<file path="config.mk">
export PLATFORM = sky130hd
export DESIGN_NAME = prio_event_encoder
export DESIGN_NICKNAME = d
export VERILOG_FILES = /design/src/rtl/prio_event_encoder.sv
export SDC_FILE = /design/constraint.sdc
export NUM_CORES = 1
export LEC_CHECK = 0
export CAP_MARGIN = 15
export CELL_PAD_IN_SITES_DETAIL_PLACEMENT = 0
export CELL_PAD_IN_SITES_GLOBAL_PLACEMENT = 1
export CORE_UTILIZATION = 37
export DETAILED_ROUTE_END_ITERATION = 12
export PLACE_DENSITY = 0.85
export REMOVE_ABC_BUFFERS = 1
export SETUP_SLACK_MARGIN = 0.02
export SYNTH_ARGS = -nofsm -noshare
export SYNTH_HDL_FRONTEND = slang
export SYNTH_SLANG_ARGS = --single-unit
</file>
<file path="constraint.sdc">
create_clock -name clk -period 3.4 [get_ports clk]
set_input_delay 0.68 -clock clk [delete_from_list [all_inputs] [get_ports clk]]
set_output_delay 0.68 -clock clk [all_outputs]
set_load 0.01 [all_outputs]
</file>
<file path="src/rtl/prio_event_encoder.sv">
// prio_event_encoder: edge/level event capture into a pending register, masked
// fixed-priority or round-robin arbitration, and a registered valid/ack output.
module prio_event_encoder #(
    parameter int N = 8,
    localparam int W = $clog2(N)
) (
    input  logic         clk,
    input  logic         rst_n,
    input  logic         en,
    input  logic         clr,
    input  logic         edge_mode,
    input  logic         rr_mode,
    input  logic [N-1:0] req,
    input  logic [N-1:0] mask,
    output logic         out_valid,
    output logic [W-1:0] out_code,
    input  logic         ack,
    output logic [N-1:0] pending,
    output logic         overflow
);
    logic [N-1:0] req_q, set_v, clear_v, elig;
    logic [W-1:0] ptr, start, winner;
    logic         xfer, load, any;
    int           idx;

    // The search start is the pointer as updated by this cycle's transfer; the
    // loop runs from the lowest search priority up so the last hit wins.
    always_comb begin
        xfer    = out_valid & ack;
        set_v   = (en & ~clr) ? (edge_mode ? req & ~req_q : req) : '0;
        clear_v = xfer ? N'(1) << out_code : '0;
        elig    = pending & ~clear_v & ~mask;
        any     = |elig;
        load    = en & (~out_valid | xfer);
        start   = rr_mode ? (xfer ? out_code : ptr) : '0;
        winner  = '0;
        idx     = 0;
        for (int k = N; k >= 1; k--) begin
            idx = (int'(start) >= k) ? int'(start) - k : int'(start) + N - k;
            if (elig[idx]) winner = W'(idx);
        end
    end

    always_ff @(posedge clk or negedge rst_n) begin
        if (!rst_n) begin
            req_q     <= '0;
            pending   <= '0;
            overflow  <= 1'b0;
            out_valid <= 1'b0;
            out_code  <= '0;
            ptr       <= '0;
        end else begin
            req_q <= req;
            if (clr) begin
                pending   <= '0;
                overflow  <= 1'b0;
                out_valid <= 1'b0;
                out_code  <= '0;
                ptr       <= '0;
            end else begin
                pending  <= (pending & ~clear_v) | set_v;
                overflow <= overflow | (edge_mode & |(set_v & pending & ~clear_v));
                if (xfer) ptr <= out_code;
                if (!en) begin
                    out_valid <= 1'b0;
                end else if (load) begin
                    out_valid <= any;
                    if (any) out_code <= winner;
                end
            end
        end
    end
endmodule

</file>
==> flow_summary_export.csv <==
group,metric,value,unit
flow_run,maxCapViolations,0,
global_route,grt_usage,23.2,%
timing,maxSlewHeadroom,54.7,%
synth,netlist_instances,245,
layout,fillers,530,
timing,period_share,91.4,%
floorplanning,die_w,79.1,microns
clock_tree,numCtsBuffers,3,
global_route,first_global_vias,2301,
clock_tree,cts_tree,"done",
synth,synthArstFlopShare,100,%
timing,finClkSkew,0.00706,ns
synth,synth_ff_type,"dfrtp_1",
placement,dp_hpwl,5330,microns
power_and_ir_drop,ir_drop,165,uV
clock_tree,clock-root-buffer,"clkbuf_8",
timing,tightest_slew,0.678,ns
floorplanning,initial_core_util,39.2,%
worst_hold_path,hp-class,"reg -> reg",
timing,fin_hold_ws,0.519,ns
clock_tree,cts_max_level,1,
global_route,grt_max_degree,25,
layout,fin_util,54.1,%
critical_path,path_class,"in -> reg",
route,via_per_inst,5.71,
timing,slew_violations,0,
route,dr.pass1.iters,6,
floorplanning,dieHeight,79.1,microns
layout,regArea,601,sq um
route,drtAntennaViolNets,0,
synth,synth_top_cells_by_area,"dfrtp_1 27%, mux4_2 6.1%, mux2i_1 5.5%, nand2_1 4.8%, mux2_2 3.6%",
synth,yosysWarnings,0,
layout,fin_area,0.00303,sq mm
route,wl_per_cell,17.2,microns
critical_path,cp-end-kind,"register",
power_and_ir_drop,power.total,0.813,mW
layout,drive_above_1_share,25.5,%
floorplanning,die_area,0.00625,sq mm
critical_path,cp.arrival,3.27,ns
synth,syn_avg_cell_area,8.97,sq um
global_route,antenna_found_initial,0,
critical_path,cp_max_fo,7,
route,drc,0,
run_status,outcome,"finished, final reports clean",
clock_tree,hold_buffers,0,
floorplanning,row_count,27,
route,via_count,2245,
layout,n_antenna_cell,0,
synth,synth-seq-cells,24,
timing,period_needed,3.11,ns
synth,yosys.area.top_type,"dfrtp_1",
critical_path,worstSetupStartpointType,"primary input",
placement,gp_congestion,1.00,
global_route,grt-ovfl-total,0,
floorplanning,core_area,0.00561,sq mm
global_route,grt_pass1_wl,11400,microns
power_and_ir_drop,p_per_area,268,mW/mm^2
critical_path,cp.required,3.56,ns
floorplanning,ios,36,
layout,multiInputGateArea,0.00148,sq mm
clock_tree,clkTransAtPathRegs,0.09,ns
synth,synth-seq-area-share,27.3,%
placement,dpl_cell_area,0.00294,sq mm
route,drt-initial-drc-count,193,
synth,ys_types,60,
route,wirelength,6770,microns
layout,final_cell_mix,"51 x buf_4, 34 x clkdlybuf4s50_1, 28 x nand2_1",
power_and_ir_drop,power.leakage,1.26,nW
timing,setup_viol,0,
timing,hold_viol,0,
clock_tree,cts.sinks,24,
layout,area_growth,38.0,%
placement,numPortBuffers,35,
synth,synth_top_area_share,27.3,%
synth,synth_area,0.00220,sq mm
timing,fmaxAchievable,322,MHz
timing,rsz0062_at_grt,"false",
layout,nNetsFinal,347,
layout,final_common_cell,"buf_4",
clock_tree,insertion_delay,0.27,ns
synth,synth_edf_count,0,
timing,finalSetupTns,0,ns
clock_tree,cts_buffer_depth,2,
-- report_power, final --
part           switching (mW)  internal, mW
sequential             0.0198         0.302
combinational           0.115         0.121
clock                  0.0978         0.158
total                   0.232         0.580
-- worst paths after layout --
check | start | to | slack (ns) | cells past startpoint
max | rr_mode | out_code[0] | 0.29 | 12
min | overflow | overflow | 0.52 | 2
max reg2reg | out_valid | out_code[0] | 0.44 | 11
min reg2reg | overflow | overflow | 0.52 | 2
max in group asynchronous | rst_n | pending[6] | 2.39 | 2
min in group asynchronous | rst_n | pending[3] | 0.76 | 2
-- repair_timing --
item / 4_1_cts / 5_1_grt
resized for setup: 0 / 5
buffers inserted: 0 / 0
endpoints found under the setup margin: 0 / 3
-- kinds of logic (layout without fill, tap and decap cells) --
kind of cell,after synthesis,after routing,synth area share (%)
flops,24,24,27.3
mux,32,32,20.0
xor+xnor,5,5,1.99
buf+inv,26,102,6.55
fa+ha+maj,2,2,1.14
simple gates,87,87,19.7
compound gates,69,69,23.3
-- per-layer routing --
| metal | global-route usage, % | wire [microns] | share of wire (%) | vias up |
|---|---|---|---|---|
| met2 | 37.9 | 3160 | 47 | 102 |
| met1 | 32.5 | 3030 | 45 | 1058 |
| li1 | - | - | - | 1074 |
| met5 | 0 | 0 | 0 | - |
| met3 | 2.99 | 479 | 7.1 | 11 |
| met4 | 5.09 | 107 | 1.6 | 0 |
-- metrics by stage --
stage / setup slack, ns / instances
after floorplan: -0.347 / 231
after global placement: -0.150 / 389
after detailed placement: -0.156 / 389
after CTS: 0.0743 / 393
after global routing: 0.128 / 393
final: 0.291 / 393
-- worst max-delay path, stage by stage --
cell             delay (ns)
clkdlybuf4s50_1        0.53
nor2b_1                0.15
buf_4                  0.16
clkinv_8               0.05
ha_1                   0.24
xnor2_2                0.18
buf_4                  0.17
or3_1                  0.37
o211ai_1               0.11
o21ai_0                0.10
o211a_1                0.23
a2111oi_2              0.28
-- layout make-up --
cell class	count	area share, %
well taps	72	2.97
flip-flops and latches	24	19.8
multi-input cells	195	48.7
inverters	12	1.90
repair buffers	86	24.3
clock inverters	1	0.990
clock buffers	3	1.36
-- synth_stat cells (4+ instances only) --
| library cell | n |
|---|---|
| nand2_1 | 28 |
| dfrtp_1 | 24 |
| nand3_1 | 15 |
| nor2_1 | 15 |
| o21ai_0 | 13 |
| mux2i_1 | 12 |
| inv_1 | 10 |
| nor2b_1 | 8 |
| mux2_2 | 7 |
| a211o_1 | 6 |
| a211oi_1 | 6 |
| a21oi_1 | 6 |
| mux4_2 | 6 |
| clkbuf_1 | 5 |
| o211ai_1 | 5 |
| buf_4 | 4 |
| mux2_1 | 4 |
| nor3_1 | 4 |
| o22ai_1 | 4 |
-- sequential cells by signal, indices dropped and copies added, names as in the netlist --
signal / flops
out_valid: 1
ptr: 3
out_code: 3
req_q: 8
pending: 8
overflow: 1
No activity file was read; power rests on OpenSTA's default activity.
